### config.mk
export PLATFORM = sky130hd
export DESIGN_NAME = axi_adc_jesd204_pn_scan_flat
export DESIGN_NICKNAME = d
export VERILOG_FILES = /design/src/rtl/axi_adc_jesd204_pkg.sv /design/src/rtl/axi_adc_jesd204_pn_scan_if.sv /design/src/rtl/axi_adc_jesd204_pn_scan_timer.sv /design/src/rtl/axi_adc_jesd204_pn_scan.sv /design/src/flat_wrapper.sv
export SDC_FILE = /design/constraint.sdc
export NUM_CORES = 1
export LEC_CHECK = 0
export BUFFER_PORTS_ARGS = -buffer_cell sky130_fd_sc_hd__buf_2
export CAP_MARGIN = 15
export CORE_AREA = 10 10 110 112
export DETAILED_ROUTE_END_ITERATION = 6
export DIE_AREA = 0 0 120 122
export PLACE_DENSITY = 0.66
export SLEW_MARGIN = 30
export SYNTH_ARGS = -nofsm -noshare
export SYNTH_HDL_FRONTEND = slang
export SYNTH_SLANG_ARGS = --single-unit
### constraint.sdc
create_clock -name adc_clk -period 3.1 [get_ports adc_clk]
set_input_delay 0.155 -clock adc_clk [delete_from_list [all_inputs] [get_ports adc_clk]]
set_output_delay 0.155 -clock adc_clk [all_outputs]
set_load 0.05 [all_outputs]
### src/rtl/axi_adc_jesd204_pkg.sv
// axi_adc_jesd204_pkg: shared scan FSM encoding, PN code constants and defaults.
package axi_adc_jesd204_pkg;
    typedef enum logic [2:0] {S_IDLE, S_SELECT, S_SETTLE, S_LOCK, S_DWELL, S_DONE} scan_state_e;
    localparam int SETTLE_CYCLES_DEF = 8;
    localparam logic [3:0] PN9 = 4'd0;
    localparam logic [3:0] PN23 = 4'd1;
    function automatic int max3(int a, int b, int c);
        return (a > b) ? ((a > c) ? a : c) : ((b > c) ? b : c);
    endfunction
endpackage

### src/rtl/axi_adc_jesd204_pn_scan_if.sv
// axi_adc_jesd204_pn_scan_if: scan control/result bundle between the register side and PN monitors.
// scan_err_count exists only with AXI_ADC_JESD204_PN_SCAN_ERR_COUNT_EN.
interface axi_adc_jesd204_pn_scan_if #(
    parameter int NUM_CHANNELS = 4,
    parameter int LOCK_TIMEOUT_W = 16,
    parameter int DWELL_W = 20
);
    logic scan_start;
    logic [NUM_CHANNELS-1:0] scan_chan_mask;
    logic [LOCK_TIMEOUT_W-1:0] scan_lock_timeout;
    logic [DWELL_W-1:0] scan_dwell;
    logic [4*NUM_CHANNELS-1:0] cfg_pnseq_sel;
    logic [4*NUM_CHANNELS-1:0] adc_pnseq_sel;
    logic [NUM_CHANNELS-1:0] adc_pn_oos;
    logic [NUM_CHANNELS-1:0] adc_pn_err;
    logic scan_busy;
    logic scan_done;
    logic [NUM_CHANNELS-1:0] scan_pass;
    logic [NUM_CHANNELS-1:0] scan_fail_lock;
    logic [NUM_CHANNELS-1:0] scan_fail_err;
`ifdef AXI_ADC_JESD204_PN_SCAN_ERR_COUNT_EN
    logic [16*NUM_CHANNELS-1:0] scan_err_count;
`endif
    modport master (
        output scan_start, scan_chan_mask, scan_lock_timeout, scan_dwell, cfg_pnseq_sel, adc_pn_oos, adc_pn_err,
        input adc_pnseq_sel, scan_busy, scan_done, scan_pass, scan_fail_lock, scan_fail_err
`ifdef AXI_ADC_JESD204_PN_SCAN_ERR_COUNT_EN
        , scan_err_count
`endif
    );
    modport slave (
        input scan_start, scan_chan_mask, scan_lock_timeout, scan_dwell, cfg_pnseq_sel, adc_pn_oos, adc_pn_err,
        output adc_pnseq_sel, scan_busy, scan_done, scan_pass, scan_fail_lock, scan_fail_err
`ifdef AXI_ADC_JESD204_PN_SCAN_ERR_COUNT_EN
        , scan_err_count
`endif
    );
endinterface

### src/rtl/axi_adc_jesd204_pn_scan_timer.sv
// axi_adc_jesd204_pn_scan_timer: loadable down-counter that stops at zero.
module axi_adc_jesd204_pn_scan_timer #(
    parameter int W = 20
) (
    input  logic         clk,
    input  logic         rst,
    input  logic         load_i,
    input  logic [W-1:0] value_i,
    output logic         zero_o
);
    logic [W-1:0] cnt_q;
    always_ff @(posedge clk or posedge rst) begin
        if (rst) cnt_q <= '0;
        else cnt_q <= load_i ? value_i : (cnt_q == '0 ? cnt_q : cnt_q - 1'b1);
    end
    assign zero_o = cnt_q == '0;
endmodule

### src/rtl/axi_adc_jesd204_pn_scan.sv
// axi_adc_jesd204_pn_scan: walks enabled ADC channels, forces the test PN code and records lock/error results.
// Optional saturating per-channel error counters: AXI_ADC_JESD204_PN_SCAN_ERR_COUNT_EN.
module axi_adc_jesd204_pn_scan
    import axi_adc_jesd204_pkg::*;
#(
    parameter int NUM_CHANNELS = 4,
    parameter logic [3:0] PNSEQ_CODE = PN9,
    parameter int LOCK_TIMEOUT_W = 16,
    parameter int DWELL_W = 20,
    parameter int SETTLE_CYCLES = SETTLE_CYCLES_DEF
) (
    input logic adc_clk,
    input logic adc_rst,
    axi_adc_jesd204_pn_scan_if.slave p
);
    localparam int CW = (NUM_CHANNELS > 1) ? $clog2(NUM_CHANNELS) : 1;
    localparam int TW = max3(LOCK_TIMEOUT_W, DWELL_W, $clog2(SETTLE_CYCLES + 1));
    scan_state_e state_q, state_d;
    logic [NUM_CHANNELS-1:0] mask_q, mask_d, pass_q, pass_d, fl_q, fl_d, fe_q, fe_d;
    logic [LOCK_TIMEOUT_W-1:0] tmo_q, tmo_d;
    logic [DWELL_W-1:0] dwell_q, dwell_d;
    logic [CW-1:0] ch_q, ch_d, low_ch;
    logic [TW-1:0] ld_val;
    logic ld, zero, hit, fwd;
    axi_adc_jesd204_pn_scan_timer #(.W(TW)) u_timer (
        .clk(adc_clk), .rst(adc_rst), .load_i(ld), .value_i(ld_val), .zero_o(zero)
    );
    always_comb begin
        low_ch = '0;
        for (int i = NUM_CHANNELS - 1; i >= 0; i--) if (mask_q[i]) low_ch = CW'(i);
    end
    assign hit = p.adc_pn_err[ch_q] | p.adc_pn_oos[ch_q];
    always_comb begin
        state_d = state_q;
        mask_d = mask_q;
        tmo_d = tmo_q;
        dwell_d = dwell_q;
        ch_d = ch_q;
        pass_d = pass_q;
        fl_d = fl_q;
        fe_d = fe_q;
        ld = 1'b0;
        ld_val = '0;
        case (state_q)
            S_IDLE: if (p.scan_start) begin
                state_d = S_SELECT;
                mask_d = p.scan_chan_mask;
                tmo_d = p.scan_lock_timeout;
                dwell_d = p.scan_dwell;
                pass_d = '0;
                fl_d = '0;
                fe_d = '0;
            end
            S_SELECT: if (|mask_q) begin
                ch_d = low_ch;
                mask_d[low_ch] = 1'b0;
                ld = 1'b1;
                ld_val = TW'(SETTLE_CYCLES - 1);
                state_d = S_SETTLE;
            end else state_d = S_DONE;
            S_SETTLE: if (zero) begin
                ld = 1'b1;
                ld_val = TW'(tmo_q);
                state_d = S_LOCK;
            end
            S_LOCK: if (!p.adc_pn_oos[ch_q]) begin
                ld = 1'b1;
                ld_val = (dwell_q == '0) ? '0 : TW'(dwell_q - 1'b1);
                state_d = S_DWELL;
            end else if (zero) begin
                fl_d[ch_q] = 1'b1;
                state_d = S_SELECT;
            end
            S_DWELL: begin
                fe_d[ch_q] = fe_q[ch_q] | hit;
                if (zero) begin
                    pass_d[ch_q] = !(fe_q[ch_q] | hit);
                    state_d = S_SELECT;
                end
            end
            S_DONE: state_d = S_IDLE;
            default: state_d = S_IDLE;
        endcase
    end
    always_ff @(posedge adc_clk or posedge adc_rst) begin
        if (adc_rst) begin
            state_q <= S_IDLE;
            mask_q <= '0;
            tmo_q <= '0;
            dwell_q <= '0;
            ch_q <= '0;
            pass_q <= '0;
            fl_q <= '0;
            fe_q <= '0;
        end else begin
            state_q <= state_d;
            mask_q <= mask_d;
            tmo_q <= tmo_d;
            dwell_q <= dwell_d;
            ch_q <= ch_d;
            pass_q <= pass_d;
            fl_q <= fl_d;
            fe_q <= fe_d;
        end
    end
    // SELECT is left out so no channel is forced before one has actually been picked
    assign fwd = state_q inside {S_SETTLE, S_LOCK, S_DWELL};
    for (genvar c = 0; c < NUM_CHANNELS; c++) begin : g_sel
        assign p.adc_pnseq_sel[4*c +: 4] = (fwd && ch_q == CW'(c)) ? PNSEQ_CODE : p.cfg_pnseq_sel[4*c +: 4];
    end
    assign p.scan_busy = !(state_q inside {S_IDLE, S_DONE});
    assign p.scan_done = state_q == S_DONE;
    assign p.scan_pass = pass_q;
    assign p.scan_fail_lock = fl_q;
    assign p.scan_fail_err = fe_q;
`ifdef AXI_ADC_JESD204_PN_SCAN_ERR_COUNT_EN
    logic [NUM_CHANNELS-1:0][15:0] cnt_q;
    always_ff @(posedge adc_clk or posedge adc_rst) begin
        if (adc_rst) cnt_q <= '0;
        else if (state_q == S_IDLE && p.scan_start) cnt_q <= '0;
        else if (state_q == S_DWELL && p.adc_pn_err[ch_q] && cnt_q[ch_q] != 16'hFFFF) cnt_q[ch_q] <= cnt_q[ch_q] + 16'd1;
    end
    assign p.scan_err_count = cnt_q;
`endif
endmodule

### src/flat_wrapper.sv
// flat-port wrapper written by rule: the top's interface ports become plain ports
module axi_adc_jesd204_pn_scan_flat import axi_adc_jesd204_pkg::*;
#(
    parameter int NUM_CHANNELS = 4,
    parameter logic [3:0] PNSEQ_CODE = PN9,
    parameter int LOCK_TIMEOUT_W = 16,
    parameter int DWELL_W = 20,
    parameter int SETTLE_CYCLES = SETTLE_CYCLES_DEF
)
  (adc_clk, adc_rst, p_scan_start, p_scan_chan_mask, p_scan_lock_timeout, p_scan_dwell, p_cfg_pnseq_sel, p_adc_pn_oos, p_adc_pn_err, p_adc_pnseq_sel, p_scan_busy, p_scan_done, p_scan_pass, p_scan_fail_lock, p_scan_fail_err);
  axi_adc_jesd204_pn_scan_if #(.NUM_CHANNELS(NUM_CHANNELS), .LOCK_TIMEOUT_W(LOCK_TIMEOUT_W), .DWELL_W(DWELL_W)) p_i ();
  input logic adc_clk;
  input logic adc_rst;
  input wire logic [$bits(p_i.scan_start)-1:0] p_scan_start;
  input wire logic [$bits(p_i.scan_chan_mask)-1:0] p_scan_chan_mask;
  input wire logic [$bits(p_i.scan_lock_timeout)-1:0] p_scan_lock_timeout;
  input wire logic [$bits(p_i.scan_dwell)-1:0] p_scan_dwell;
  input wire logic [$bits(p_i.cfg_pnseq_sel)-1:0] p_cfg_pnseq_sel;
  input wire logic [$bits(p_i.adc_pn_oos)-1:0] p_adc_pn_oos;
  input wire logic [$bits(p_i.adc_pn_err)-1:0] p_adc_pn_err;
  output wire logic [$bits(p_i.adc_pnseq_sel)-1:0] p_adc_pnseq_sel;
  output wire logic [$bits(p_i.scan_busy)-1:0] p_scan_busy;
  output wire logic [$bits(p_i.scan_done)-1:0] p_scan_done;
  output wire logic [$bits(p_i.scan_pass)-1:0] p_scan_pass;
  output wire logic [$bits(p_i.scan_fail_lock)-1:0] p_scan_fail_lock;
  output wire logic [$bits(p_i.scan_fail_err)-1:0] p_scan_fail_err;
  assign p_i.scan_start = p_scan_start;
  assign p_i.scan_chan_mask = p_scan_chan_mask;
  assign p_i.scan_lock_timeout = p_scan_lock_timeout;
  assign p_i.scan_dwell = p_scan_dwell;
  assign p_i.cfg_pnseq_sel = p_cfg_pnseq_sel;
  assign p_i.adc_pn_oos = p_adc_pn_oos;
  assign p_i.adc_pn_err = p_adc_pn_err;
  assign p_adc_pnseq_sel = p_i.adc_pnseq_sel;
  assign p_scan_busy = p_i.scan_busy;
  assign p_scan_done = p_i.scan_done;
  assign p_scan_pass = p_i.scan_pass;
  assign p_scan_fail_lock = p_i.scan_fail_lock;
  assign p_scan_fail_err = p_i.scan_fail_err;
  axi_adc_jesd204_pn_scan #(.NUM_CHANNELS(NUM_CHANNELS), .PNSEQ_CODE(PNSEQ_CODE), .LOCK_TIMEOUT_W(LOCK_TIMEOUT_W), .DWELL_W(DWELL_W), .SETTLE_CYCLES(SETTLE_CYCLES)) u_core (.adc_clk(adc_clk), .adc_rst(adc_rst), .p(p_i));
endmodule
; ---- Yosys cells after proc, flatten, opt, wreduce, memory -nomap -nowiden
; Cells that the tools add are included.
[word_totals]
register_bits = 77
inputBits = 67
[op_classes]
reduce_logical = 25
n_lt_le_gt_ge = 4
bitwise_logic = 5
n_mux = 47
eq_ne = 15
add_sub_neg = 2
[op_table]
columns = op, n
row1 = 2-to-1 mux 20 bit, 4
row2 = one-hot mux 20 bit (3 select lines), 1
row3 = logical NOT 20 bit, 2
row4 = 2-to-1 mux 4 bit, 10
row5 = "subtractor 20 x 1 -> 20 bit, second input constant", 2
row6 = one-hot mux 4 bit (2 select lines), 4
row7 = 2-to-1 mux 3 bit, 6
row8 = 2-to-1 mux 16 bit, 1
row9 = one-hot mux 3 bit (5 select lines), 1
row10 = bitwise mux 4 bit, 2
row11 = 2-to-1 mux 1 bit, 8
row12 = 2-to-1 mux 2 bit, 4
row13 = "!= test 2 bit, second input constant", 4
row14 = AND reduction 2 bit, 4
row15 = nonzero test 2 bit, 4
row16 = binary-select mux 1 bit (select 2 bit), 3
row17 = "equality test 3 x 2 -> 1 bit, second input constant", 2
row18 = "equality test 3 bit, second input constant", 2
row19 = logical AND 1 bit, 6
row20 = "less-than comparator 2 x 3 -> 1 bit, second input constant", 2
row21 = "!= test 2 x 1 -> 1 bit, second input constant", 3
row22 = AND reduction 3 bit, 2
row23 = AND 4 bit, 1
row24 = demux 1 bit (select 2 bit), 2
row25 = 14 further kinds, 18

; ---- Logic depth before layout (Yosys ltp)
; Gate-level depths: netlist of run 1.
[logic_depth]
depth_word = 12
depth_mapped = 9

; ---- Hierarchy
; A second synthesis of run 1 with hierarchy kept.
[hier_totals]
cells_unflattened = 539
area_unflattened_um2 = 4468.0
[modules_own_cells]
columns = mod, cells_each, seq_area_each_um2, area_each_um2, instances
row1 = axi_adc_jesd204_pn_scan, 400, 1426.4, 3188.1, 1
row2 = axi_adc_jesd204_pn_scan_timer, 139, 500.5, 1280.0, 1

; ---- Least setup slack after synthesis of run 1
; No wires, ideal clock.
[synth_path]
path_kind = register -> register
startpoint = reg u_core.u_timer.cnt_q[13]
endpoint = reg u_core.u_timer.cnt_q[2]
path_buffers = 0
path_stages_with_launch = 7
arrival_time_ns = 2.066
synth_period_minus_slack_ns = 2.204
slack_ns = 0.896
cell_sequence = dfrtp_1 > or4_4 > or4_4 > nor3_2 > nor3_1 > a2111oi_0 > a21oi_1
[synth_between]
elab_chain_cells = 4
[synth_lines]
columns = element, line_no
row1 = "start, declared", axi_adc_jesd204_pn_scan_timer.sv:11  ; logic [W-1:0] cnt_q;
row2 = "start signal, assigned", axi_adc_jesd204_pn_scan_timer.sv:14  ; else cnt_q <= load_i ? value_i : (cnt_q == '0 ? cnt_q : cnt_q - 1'b1);
row3 = logical NOT 20 bit *, "axi_adc_jesd204_pn_scan_timer.sv:14, axi_adc_jesd204_pn_scan_timer.sv:16"
row4 = 2-to-1 mux 1 bit or 2-to-1 mux 16 bit (tied branches), axi_adc_jesd204_pn_scan.sv:61  ; S_SETTLE: if (zero) begin
row5 = one-hot mux 1 bit (3 select lines) or one-hot mux 20 bit (3 select lines) (tied branches), axi_adc_jesd204_pn_scan.sv:44  ; case (state_q)
row6 = != test 2 x 1 -> 1 bit (no line) or 2-to-1 mux 20 bit (tied branches), n/a
; Every way passes the cells marked *; elsewhere a longest branch is shown, timed or not.
; A chain may end at the register's enable or synchronous reset.

; ---- Worst setup path in the final report of run 1
; Ends and elaborated chain as after synthesis.

==> results of run 1 <==
==> sequential cells by signal, summed over array words and instances (netlist names) <==
| register | count |
|---|---|
| u_core.state_q | 3 |
| u_core.u_timer.cnt_q | 20 |
| u_core.dwell_q | 20 |
| u_core.p.scan_fail_err | 4 |
| u_core.p.scan_pass | 4 |
| u_core.tmo_q | 16 |
| u_core.p.scan_fail_lock | 4 |
| u_core.mask_q | 4 |
| u_core.ch_q | 2 |
==> stage by stage <==
stage | util, % | total power, mW | setup slack, ns | std cells
floorplan | - | 3.64 | 0.896 | 494
CTS | 54.0 | 5.10 | 0.506 | 764
global route | 54.0 | 5.50 | 0.230 | 764
global placement | 48.5 | 4.20 | 0.568 | 713
detailed placement | 48.5 | 4.27 | 0.529 | 713
finish | 54.0 | 5.07 | 0.507 | 764
==> layout make-up <==
type | count | area share, %
clock buffers | 10 | 2.54
clock inverters | 6 | 1.34
inverters | 8 | 0.553
multi-input cells | 391 | 40.7
flip-flops and latches | 77 | 35.5
well taps | 136 | 3.13
repair buffers | 136 | 16.2
==> final timing paths <==
check	slack (ns)	end	from	cells past startpoint
setup reg to reg	0.51	u_core.u_timer.cnt_q[2]	u_core.u_timer.cnt_q[13]	6
min in group asynchronous	0.42	u_core.tmo_q[3]	adc_rst	4
hold / removal	0.01	u_core.tmo_q[0]	p_scan_lock_timeout[0]	3
setup / recovery	0.51	u_core.u_timer.cnt_q[2]	u_core.u_timer.cnt_q[13]	6
hold reg to reg	0.49	u_core.tmo_q[10]	u_core.tmo_q[10]	2
max in group asynchronous	2.36	u_core.tmo_q[6]	adc_rst	4
==> logic make-up (layout without fill, tap and decap cells) <==
group | after synthesis | count (layout) | synth area share [%]
muxes | 2 | 2 | 0.765
adders and majority gates | 4 | 4 | 1.18
DFF | 77 | 77 | 45.3
xor gates and xnor gates | 32 | 32 | 6.59
AOI/OAI and AO/OA | 93 | 93 | 14.6
and+or+nand+nor | 260 | 260 | 28.8
buffers and inverters | 26 | 160 | 2.65
==> where the power goes <==
part / leakage, nW / switching [mW] / internal [mW]
Clock: 0.103 / 0.389 / 0.399
Combinational: 1.49 / 1.48 / 0.900
Sequential: 0.982 / 0.485 / 1.42
==> cell usage after synthesis (8+ instances only) <==
master    count  area, um^2
xor2_1       16         140
nor4_1        8        50.1
nor3_1       11        55.1
nor2b_1      11        68.8
dfrtp_1      77        1930
nand2_1     128         480
a21oi_1      20         100
inv_1         8        30.0
clkbuf_1     10        37.5
xnor2_1      16         140
nor2_1       44         165
o21ai_0      28         140
and2_1       17         106
==> layer usage <==
layer / global-route usage [%] / vias to the layer above / share of wire, %
met5: 0 / - / 0
met4: 6.03 / 0 / 1.4
li1: - / 1954 / -
met1: 20.7 / 1867 / 45
met2: 26.2 / 121 / 47
met3: 3.47 / 12 / 6.4
==> critical path, cell delays in order (launching register included) <==
cell and delay [ns]:
dfrtp_1 0.43, or4_4 0.56, or4_4 0.48, nor3_2 0.42, nor3_1 0.11, a2111oi_0 0.38, a21oi_1 0.08
==> metrics.txt, run 1 <==
# TYPE chip_impl_metric gauge
chip_impl_info{name="run_status",value="complete, no violations"} 1
chip_impl_metric{name="port_buffers",unit=""} 96
chip_impl_metric{name="tightestPinTransition",unit="ns"} 0.613
chip_impl_metric{name="register_bit_total_from_synthesis",unit=""} 77
chip_impl_metric{name="num_antenna_cells",unit=""} 0
chip_impl_metric{name="cp_max_fo",unit=""} 7
chip_impl_metric{name="rows",unit=""} 37
chip_impl_metric{name="ys_seq_area_share",unit="%"} 45.3
chip_impl_metric{name="finalHoldViolCount",unit=""} 0
chip_impl_metric{name="unique_cell_type_count_in_the_yosys_netlist",unit=""} 58
chip_impl_metric{name="min_period_over_period",unit="%"} 83.6
chip_impl_metric{name="post_dp_cell_area",unit="um^2"} 4870
chip_impl_metric{name="cts_inserted_buffers",unit=""} 9
chip_impl_metric{name="synth_area",unit="um^2"} 4250
chip_impl_metric{name="grt.overflow.total",unit=""} 0
chip_impl_metric{name="clock_insertion_delay_worst_skew",unit="ns"} 0.36
chip_impl_metric{name="drt-pass1-iter-count",unit=""} 4
chip_impl_metric{name="worstPathArrival",unit="ns"} 2.82
chip_impl_metric{name="floorplan.core_area",unit="um^2"} 10000
chip_impl_info{name="path_class",value="reg2reg"} 1
chip_impl_info{name="critical_path.endpoint_type",value="flop"} 1
chip_impl_metric{name="htreeDepth",unit=""} 3
chip_impl_metric{name="power-per-cell-area",unit="nW/um^2"} 934
chip_impl_metric{name="p_leak",unit="nW"} 2.58
chip_impl_metric{name="whs",unit="ns"} 0.0120
chip_impl_metric{name="critPathRequiredTime",unit="ns"} 3.33
chip_impl_metric{name="num-nets-final",unit=""} 694
chip_impl_metric{name="vdd_ir_drop_max",unit="V"} 0.000370
chip_impl_metric{name="die-area",unit="um^2"} 14600
chip_impl_metric{name="timing.slew.headroom",unit="%"} 59.1
chip_impl_metric{name="gp_congestion",unit=""} 0.915
chip_impl_metric{name="maxSlewViolCount",unit=""} 0
chip_impl_metric{name="tritoncts_num_sinks",unit=""} 77
chip_impl_info{name="layout.cells.most_common",value="nand2_1"} 1
chip_impl_metric{name="n_fill_cell",unit=""} 926
chip_impl_metric{name="maxClockFrequency",unit="MHz"} 386
chip_impl_metric{name="ctsLongestPathBuffers",unit=""} 2
chip_impl_metric{name="die_h",unit="um"} 122
chip_impl_metric{name="initial_utilization",unit="%"} 42.3
chip_impl_metric{name="routed_wl",unit="um"} 11600
chip_impl_metric{name="vias_per_cell",unit=""} 5.18
chip_impl_metric{name="yosys_warnings",unit=""} 0
chip_impl_metric{name="syn_area_per_cell",unit="um^2"} 8.60
chip_impl_metric{name="number_of_cells_upsized_or_downsized_after_cts",unit=""} 0
chip_impl_metric{name="async_flop_share",unit="%"} 100
chip_impl_metric{name="pin_count_of_the_biggest_net_entering_global_routing",unit=""} 78
chip_impl_metric{name="post_cts_buffers",unit=""} 0
chip_impl_metric{name="number_of_design_rule_violations_left_after_detail_routing",unit=""} 0
chip_impl_metric{name="clock-skew-final",unit="ns"} 0.0109
chip_impl_metric{name="total_global_route_track_usage",unit="%"} 16.1
chip_impl_metric{name="io-pin-count",unit=""} 97
chip_impl_metric{name="grt_antenna_before_repair",unit=""} 0
chip_impl_info{name="startpoint_type",value="flop"} 1
chip_impl_info{name="layout.cells.most_common_list",value="nand2_1, buf_2, dfrtp_1"} 1
chip_impl_metric{name="multi_input_comb_area",unit="um^2"} 2210
chip_impl_metric{name="post_synth_inst_count",unit=""} 494
chip_impl_info{name="tritoncts",value="built"} 1
chip_impl_metric{name="antenna_violating_nets_post_route",unit=""} 0
chip_impl_metric{name="first_global_vias",unit=""} 3984
chip_impl_metric{name="routed-via-count",unit=""} 3954
chip_impl_metric{name="drv_cap",unit=""} 0
chip_impl_metric{name="final.min_clock_period",unit="ns"} 2.59
chip_impl_metric{name="clkSlewWorstSetupHoldPaths",unit="ns"} 0.09
chip_impl_metric{name="wire_per_inst",unit="um"} 15.2
chip_impl_metric{name="dp.final_hpwl",unit="um"} 8730
chip_impl_metric{name="postSynthNetCount",unit=""} 565
chip_impl_metric{name="layout.cell_area.non_filler",unit="um^2"} 5430
chip_impl_info{name="cts.root.buffer_cell",value="clkbuf_8"} 1
chip_impl_metric{name="drive_gt1_share",unit="%"} 21.7
chip_impl_info{name="setup_repair_after_global_routing_missed_its_margin",value="false"} 1
chip_impl_metric{name="grt_first_pass_wirelength",unit="um"} 19600
chip_impl_info{name="worst_hold_check_path_type",value="in2reg"} 1
chip_impl_metric{name="synth_enable_flop_cells",unit=""} 0
chip_impl_metric{name="setup_total_negative_slack",unit="ns"} 0
chip_impl_metric{name="setup-violations-final",unit=""} 0
chip_impl_metric{name="detail_route.iter0.violations",unit=""} 213
chip_impl_metric{name="die_w",unit="um"} 120
chip_impl_info{name="postSynth.topFlopCell",value="dfrtp_1"} 1
chip_impl_metric{name="holdBufCountCts",unit=""} 35
chip_impl_metric{name="areaGrowthSynthToFinish",unit="%"} 27.7
chip_impl_metric{name="sequential_cell_area",unit="um^2"} 1930
(Power assumes the default switching activity.)
==> run 2: changes to the inputs <==
- clock period: 3.1 -> 2.4 ns (I/O delays scaled with it)
==> metrics.txt, run 2 (synthesized netlist as in run 1, its figures left out) <==
# TYPE chip_impl_metric gauge
chip_impl_info{name="run_status",value="complete, no violations"} 1
chip_impl_info{name="largestRegisters",value="u_core.dwell_q: 20 flops, u_core.u_timer.cnt_q: 20 flops, u_core.tmo_q: 16 flops"} 1
chip_impl_metric{name="clkSlewWorstSetupHoldPaths",unit="ns"} 0.08
chip_impl_metric{name="first_global_vias",unit=""} 4144
chip_impl_metric{name="finalHoldViolCount",unit=""} 0
chip_impl_metric{name="grt.overflow.total",unit=""} 0
chip_impl_metric{name="cts_inserted_buffers",unit=""} 9
chip_impl_metric{name="io-pin-count",unit=""} 97
chip_impl_info{name="path_class",value="reg2reg"} 1
chip_impl_metric{name="drv_cap",unit=""} 0
chip_impl_info{name="cts.root.buffer_cell",value="clkbuf_8"} 1
chip_impl_info{name="layout.cells.most_common_list",value="nand2_1, buf_2, dfrtp_1"} 1
chip_impl_metric{name="post_dp_cell_area",unit="um^2"} 5040
chip_impl_metric{name="port_buffers",unit=""} 96
chip_impl_metric{name="n_fill_cell",unit=""} 923
chip_impl_metric{name="maxSlewViolCount",unit=""} 0
chip_impl_metric{name="placement.setup.worst_slack",unit="ns"} -0.0641
chip_impl_metric{name="final_cell_count_no_fill",unit=""} 796
chip_impl_metric{name="initial_utilization",unit="%"} 42.3
chip_impl_info{name="tritoncts",value="built"} 1
chip_impl_metric{name="clock-skew-final",unit="ns"} 0.00917
chip_impl_metric{name="die-area",unit="um^2"} 14600
chip_impl_metric{name="multi_input_comb_area",unit="um^2"} 2230
chip_impl_metric{name="setup_total_negative_slack",unit="ns"} 0
chip_impl_metric{name="maxClockFrequency",unit="MHz"} 432
chip_impl_metric{name="grt_first_pass_wirelength",unit="um"} 20300
chip_impl_metric{name="floorplan.core_area",unit="um^2"} 10000
chip_impl_metric{name="num_antenna_cells",unit=""} 0
chip_impl_metric{name="power-per-cell-area",unit="nW/um^2"} 1190
chip_impl_metric{name="cp_max_fo",unit=""} 5
chip_impl_metric{name="layout.cell_area.non_filler",unit="um^2"} 5680
chip_impl_metric{name="dp.final_hpwl",unit="um"} 9020
chip_impl_info{name="worst_hold_check_path_type",value="in2reg"} 1
chip_impl_metric{name="total_global_route_track_usage",unit="%"} 16.8
chip_impl_metric{name="gp_congestion",unit=""} 0.934
chip_impl_metric{name="final.min_clock_period",unit="ns"} 2.31
chip_impl_metric{name="dp_cells",unit=""} 737
chip_impl_metric{name="drive_gt1_share",unit="%"} 25.3
chip_impl_metric{name="htreeDepth",unit=""} 3
chip_impl_metric{name="post-route-worst-setup-slack",unit="ns"} 0.0868
chip_impl_metric{name="detail_route.iter0.violations",unit=""} 186
chip_impl_metric{name="drt-pass1-iter-count",unit=""} 5
chip_impl_metric{name="p_leak",unit="nW"} 2.74
chip_impl_metric{name="antenna_violating_nets_post_route",unit=""} 0
chip_impl_metric{name="die_h",unit="um"} 122
chip_impl_metric{name="worstPathArrival",unit="ns"} 2.55
chip_impl_metric{name="num-nets-final",unit=""} 727
chip_impl_metric{name="areaGrowthSynthToFinish",unit="%"} 33.6
chip_impl_metric{name="sequential_cell_area",unit="um^2"} 1930
chip_impl_info{name="setup_repair_after_global_routing_missed_its_margin",value="false"} 1
chip_impl_metric{name="post-layout-total-power",unit="mW"} 6.73
chip_impl_metric{name="pin_count_of_the_biggest_net_entering_global_routing",unit=""} 34
chip_impl_metric{name="grt_antenna_before_repair",unit=""} 0
chip_impl_metric{name="number_of_design_rule_violations_left_after_detail_routing",unit=""} 0
chip_impl_metric{name="wire_per_inst",unit="um"} 15.1
chip_impl_info{name="startpoint_type",value="flop"} 1
chip_impl_metric{name="tritoncts_num_sinks",unit=""} 77
chip_impl_metric{name="vias_per_cell",unit=""} 5.09
chip_impl_metric{name="ctsLongestPathBuffers",unit=""} 2
chip_impl_metric{name="die_w",unit="um"} 120
chip_impl_metric{name="clock_insertion_delay_worst_skew",unit="ns"} 0.35
chip_impl_metric{name="routed_wl",unit="um"} 12000
chip_impl_metric{name="rows",unit=""} 37
chip_impl_info{name="critical_path.endpoint_type",value="flop"} 1
chip_impl_metric{name="vdd_ir_drop_max",unit="V"} 0.000575
chip_impl_metric{name="min_period_over_period",unit="%"} 96.4
chip_impl_info{name="layout.cells.most_common",value="nand2_1"} 1
chip_impl_metric{name="tightestPinTransition",unit="ns"} 0.664
chip_impl_metric{name="routed-via-count",unit=""} 4053
chip_impl_metric{name="timing.slew.headroom",unit="%"} 55.7
chip_impl_metric{name="critPathRequiredTime",unit="ns"} 2.64
chip_impl_metric{name="setup-violations-final",unit=""} 0
run 2: changes by cell type in the layout (fill, tap and decap cells not counted), moves of 3 or more:
| cell | delta |
|---|---|
| buf_4 | +29 |
| clkinv_2 | +3 |
| clkinv_4 | -4 |
| dlygate4sd3_1 | +3 |
run 2: through the flow:
step           utilization, %  hold WS (ns)
6_report                 56.5        0.0155
5_1_grt                  56.5        0.0108
4_1_cts                  56.0       0.00248
3_5_place_dp             50.1         0.266
3_3_place_gp             50.1         0.256
2_1_floorplan               -         0.225
run 2: power by group:
part | leakage [nW] | internal, mW | total (mW) | switching, mW
clock network | 0.0919 | 0.470 | 0.943 | 0.473
registers | 0.982 | 1.84 | 2.37 | 0.534
logic | 1.67 | 1.37 | 3.42 | 2.05
run 2: layer usage:
layer | up-vias | routed length (um) | part of all wire [%] | track usage (%)
li1 | 2021 | - | - | -
met1 | 1912 | 5290 | 44 | 20.6
met3 | 13 | 671 | 5.6 | 3.75
met5 | - | 0 | 0 | 0
met4 | 0 | 166 | 1.4 | 5.20
met2 | 107 | 5880 | 49 | 28.9
run 2: final cells by class:
type,instances,area share [%]
Clock buffer,10,2.25
Timing Repair Buffer,169,20.1
Sequential cell,77,33.9
Tap cell,136,3.00
Inverter,8,0.529
Multi-Input combinational cell,391,39.3
Clock inverter,5,0.925
run 2: timing repair:
action | in CTS | in global routing
hold buffers | 38 | 0
endpoints found under the hold margin | 68 | 0
gates resized for setup | 0 | 6
setup endpoints to repair | 4 | 9
pin swaps | 1 | 2
cloned | 0 | 0
buffers inserted | 2 | 4
run 2: worst paths after layout:
path | to | depth (start not counted) | slack, ns | from
max | u_core.u_timer.cnt_q[10] | 7 | 0.09 | u_core.u_timer.cnt_q[13]
min | u_core.mask_q[3] | 2 | 0.02 | p_scan_chan_mask[3]
max reg2reg | u_core.u_timer.cnt_q[10] | 7 | 0.09 | u_core.u_timer.cnt_q[13]
min reg2reg | u_core.tmo_q[10] | 2 | 0.48 | u_core.tmo_q[10]
max in group asynchronous | u_core.tmo_q[8] | 4 | 1.22 | adc_rst
min in group asynchronous | u_core.dwell_q[2] | 3 | 0.41 | adc_rst
run 2: worst max-delay path, cell delays in order (launching register included):
cell and delay, ns:
dfrtp_1 0.38, or4_4 0.54, or4_4 0.49, nor2_4 0.20
buf_12 0.14, nor4b_1 0.05, xor2_1 0.15, a211o_1 0.26
==> run 3: changes to the inputs <==
--- a/config.mk
+++ b/config.mk
@@ -12,2 +12,3 @@
 export DIE_AREA = 0 0 120 122
+export HOLD_SLACK_MARGIN = 0.06
 export PLACE_DENSITY = 0.66
==> constraint.sdc (replaced) <==
create_clock -name adc_clk -period 2.4 [get_ports adc_clk]
set_input_delay 0.24 -clock adc_clk [delete_from_list [all_inputs] [get_ports adc_clk]]
set_output_delay 0.24 -clock adc_clk [all_outputs]
set_load 0.05 [all_outputs]
==> metrics.txt, run 3 (synthesized netlist as in run 1, its figures left out) <==
# TYPE chip_impl_metric gauge
chip_impl_info{name="run_status",value="complete, no violations"} 1
chip_impl_info{name="layout.cells.most_common_list",value="nand2_1, buf_2, dfrtp_1"} 1
chip_impl_metric{name="initial_utilization",unit="%"} 42.3
chip_impl_metric{name="cp_max_fo",unit=""} 5
chip_impl_metric{name="grt.overflow.total",unit=""} 0
chip_impl_info{name="critical_path.endpoint_type",value="flop"} 1
chip_impl_metric{name="finalHoldViolCount",unit=""} 0
chip_impl_metric{name="post-layout-total-power",unit="mW"} 6.73
chip_impl_info{name="cp_common_cell",value="or4_4"} 1
chip_impl_info{name="setup_repair_after_global_routing_missed_its_margin",value="true"} 1
chip_impl_info{name="worstReg2RegStart",value="u_core.u_timer.cnt_q[13]"} 1
chip_impl_metric{name="post-route-worst-setup-slack",unit="ns"} 0.0688
chip_impl_metric{name="critical_path.n_buffers_inverters",unit=""} 1
chip_impl_info{name="path_class",value="reg2reg"} 1
chip_impl_info{name="path_delay_family",value="simple AND/OR/NAND/NOR gates"} 1
chip_impl_info{name="startpoint_type",value="flop"} 1
chip_impl_metric{name="gp_congestion",unit=""} 0.864
chip_impl_metric{name="pin_count_of_the_biggest_net_entering_global_routing",unit=""} 78
chip_impl_metric{name="layout.cell_area.non_filler",unit="um^2"} 5330
chip_impl_metric{name="vdd_ir_drop_max",unit="V"} 0.000595
chip_impl_metric{name="total_global_route_track_usage",unit="%"} 15.9
chip_impl_metric{name="register_to_register_setup_slack",unit="ns"} 0.07
chip_impl_metric{name="n_fill_cell",unit=""} 995
chip_impl_info{name="largestRegisters",value="u_core.dwell_q: 20 flops, u_core.u_timer.cnt_q: 20 flops, u_core.tmo_q: 16 flops"} 1
chip_impl_metric{name="vias_per_cell",unit=""} 5.11
chip_impl_metric{name="dp_cells",unit=""} 737
chip_impl_info{name="worst_hold_check_path_type",value="in2reg"} 1
chip_impl_metric{name="power-per-cell-area",unit="nW/um^2"} 1260
chip_impl_info{name="crit_path_cell_trace",value="or4_4, or4_4, nor2_4, buf_6, nor4_2, xor2_1, o221a_2"} 1
chip_impl_metric{name="rows",unit=""} 37
chip_impl_metric{name="grt_first_pass_wirelength",unit="um"} 19400
chip_impl_info{name="tritoncts",value="built"} 1
chip_impl_metric{name="die_h",unit="um"} 122
chip_impl_metric{name="multi_input_comb_area",unit="um^2"} 2270
chip_impl_metric{name="num_antenna_cells",unit=""} 0
chip_impl_info{name="layout.cells.most_common",value="nand2_1"} 1
chip_impl_metric{name="setup-violations-final",unit=""} 0
chip_impl_metric{name="num-nets-final",unit=""} 686
chip_impl_metric{name="tritoncts_num_sinks",unit=""} 77
chip_impl_metric{name="min_path_cells",unit=""} 3
chip_impl_metric{name="port_buffers",unit=""} 96
chip_impl_info{name="worst_path_max_delay_cell",value="or4_4"} 1
chip_impl_metric{name="areaGrowthSynthToFinish",unit="%"} 25.3
chip_impl_metric{name="final.min_clock_period",unit="ns"} 2.33
chip_impl_metric{name="worstPathArrival",unit="ns"} 2.57
chip_impl_metric{name="die_w",unit="um"} 120
chip_impl_metric{name="critPathRequiredTime",unit="ns"} 2.63
chip_impl_metric{name="critPathMaxStageDelay",unit="ns"} 0.54
chip_impl_metric{name="drive_gt1_share",unit="%"} 27.7
chip_impl_metric{name="io-pin-count",unit=""} 97
chip_impl_metric{name="floorplan.core_area",unit="um^2"} 10000
chip_impl_info{name="min-delay-start",value="p_scan_dwell[15]"} 1
chip_impl_metric{name="maxSlewViolCount",unit=""} 0
chip_impl_metric{name="tightestPinTransition",unit="ns"} 0.451
chip_impl_metric{name="clock-skew-final",unit="ns"} 0.0114
chip_impl_metric{name="routed_wl",unit="um"} 11400
chip_impl_metric{name="cts_inserted_buffers",unit=""} 9
chip_impl_metric{name="drv_cap",unit=""} 0
chip_impl_metric{name="timing.slew.headroom",unit="%"} 70.0
chip_impl_metric{name="ctsLongestPathBuffers",unit=""} 2
chip_impl_metric{name="final_util",unit="%"} 53.0
chip_impl_metric{name="detail_route.iter0.violations",unit=""} 221
chip_impl_metric{name="sequential_cell_area",unit="um^2"} 1930
chip_impl_metric{name="antenna_violating_nets_post_route",unit=""} 0
chip_impl_metric{name="placement.setup.worst_slack",unit="ns"} -0.0525
chip_impl_info{name="cts.root.buffer_cell",value="clkbuf_8"} 1
chip_impl_metric{name="drt-pass1-iter-count",unit=""} 4
chip_impl_metric{name="final_cell_count_no_fill",unit=""} 756
chip_impl_metric{name="number_of_design_rule_violations_left_after_detail_routing",unit=""} 0
chip_impl_metric{name="dp.final_hpwl",unit="um"} 8870
chip_impl_metric{name="routed-via-count",unit=""} 3862
chip_impl_metric{name="min_period_over_period",unit="%"} 97.1
chip_impl_metric{name="p_leak",unit="nW"} 2.58
chip_impl_metric{name="r2r_cells",unit=""} 7
chip_impl_metric{name="first_global_vias",unit=""} 3957
chip_impl_metric{name="maxClockFrequency",unit="MHz"} 429
chip_impl_metric{name="clkSlewWorstSetupHoldPaths",unit="ns"} 0.08
chip_impl_metric{name="clock_insertion_delay_worst_skew",unit="ns"} 0.35
chip_impl_metric{name="wire_per_inst",unit="um"} 15.1
chip_impl_metric{name="grt_antenna_before_repair",unit=""} 0
chip_impl_metric{name="die-area",unit="um^2"} 14600
chip_impl_info{name="whs_endpoint",value="u_core.dwell_q[15]"} 1
chip_impl_info{name="timing.rr.end",value="u_core.u_timer.cnt_q[15]"} 1
chip_impl_metric{name="htreeDepth",unit=""} 3
chip_impl_metric{name="post_dp_cell_area",unit="um^2"} 5050
## run 3: cell count changes in the layout (fill, tap and decap cells not counted), sizes merged
cell and change:
dlygate4sd3 -37, buf -4, clkinvlp +1
## run 3: final cells by class
type,instances,area share (%)
multi-input combinational,391,42.6
timing repair buffer,128,13.9
clock inverter,6,1.20
sequential,77,36.2
clock buffer,10,2.40
inverter,8,0.564
tap,136,3.19
## run 3: per-stage QoR
step	setup TNS [ns]	hold slack (ns)
after floorplan	0	0.345
after global placement	0	0.364
after detailed placement	-0.0767	0.362
after CTS	0	0.0627
after global routing	-0.0786	0.0736
final	0	0.0763
## run 3: worst max path at each step
stage                                        start                  endpoint  depth (start not counted)
after floorplan                            adc_rst            u_core.ch_q[0]                          1
final                     u_core.u_timer.cnt_q[13]  u_core.u_timer.cnt_q[15]                          7
after global placement    u_core.u_timer.cnt_q[13]     u_core.p.scan_pass[0]                          6
after global routing      u_core.u_timer.cnt_q[13]   u_core.u_timer.cnt_q[2]                          6
after detailed placement  u_core.u_timer.cnt_q[13]     u_core.p.scan_pass[0]                          6
after CTS                 u_core.u_timer.cnt_q[13]   u_core.u_timer.cnt_q[2]                          6
## run 3: per-layer routing
metal  routed length, um  global-route usage (%)  up-vias
met5                   0                       0        -
met4                 138                    4.83        0
met3                 689                    3.89       12
met2                5270                    25.7      107
met1                5350                    20.7     1814
li1                    -                       -     1929
## run 3: tightest hold or removal path: cells and delay by family
family | cells | cell delay, ns
and+or+nand+nor | 2 | 0.08
buffers and inverters | 1 | 0.07
## run 3: where the power goes
part           total [mW]  switching [mW]  leakage (nW)  internal, mW
Sequential           2.38           0.542         0.982          1.84
Combinational        3.39            2.07          1.51          1.33
Clock               0.957           0.478        0.0923         0.479
Total                6.73            3.09          2.58          3.64
## run 3: repair_timing
item,in CTS,in global routing
buffers inserted,2,0
pin swaps,1,1
hold buffers,1,0
hold endpoints to repair,77,0
setup endpoints to repair,3,26
resized for setup,0,15
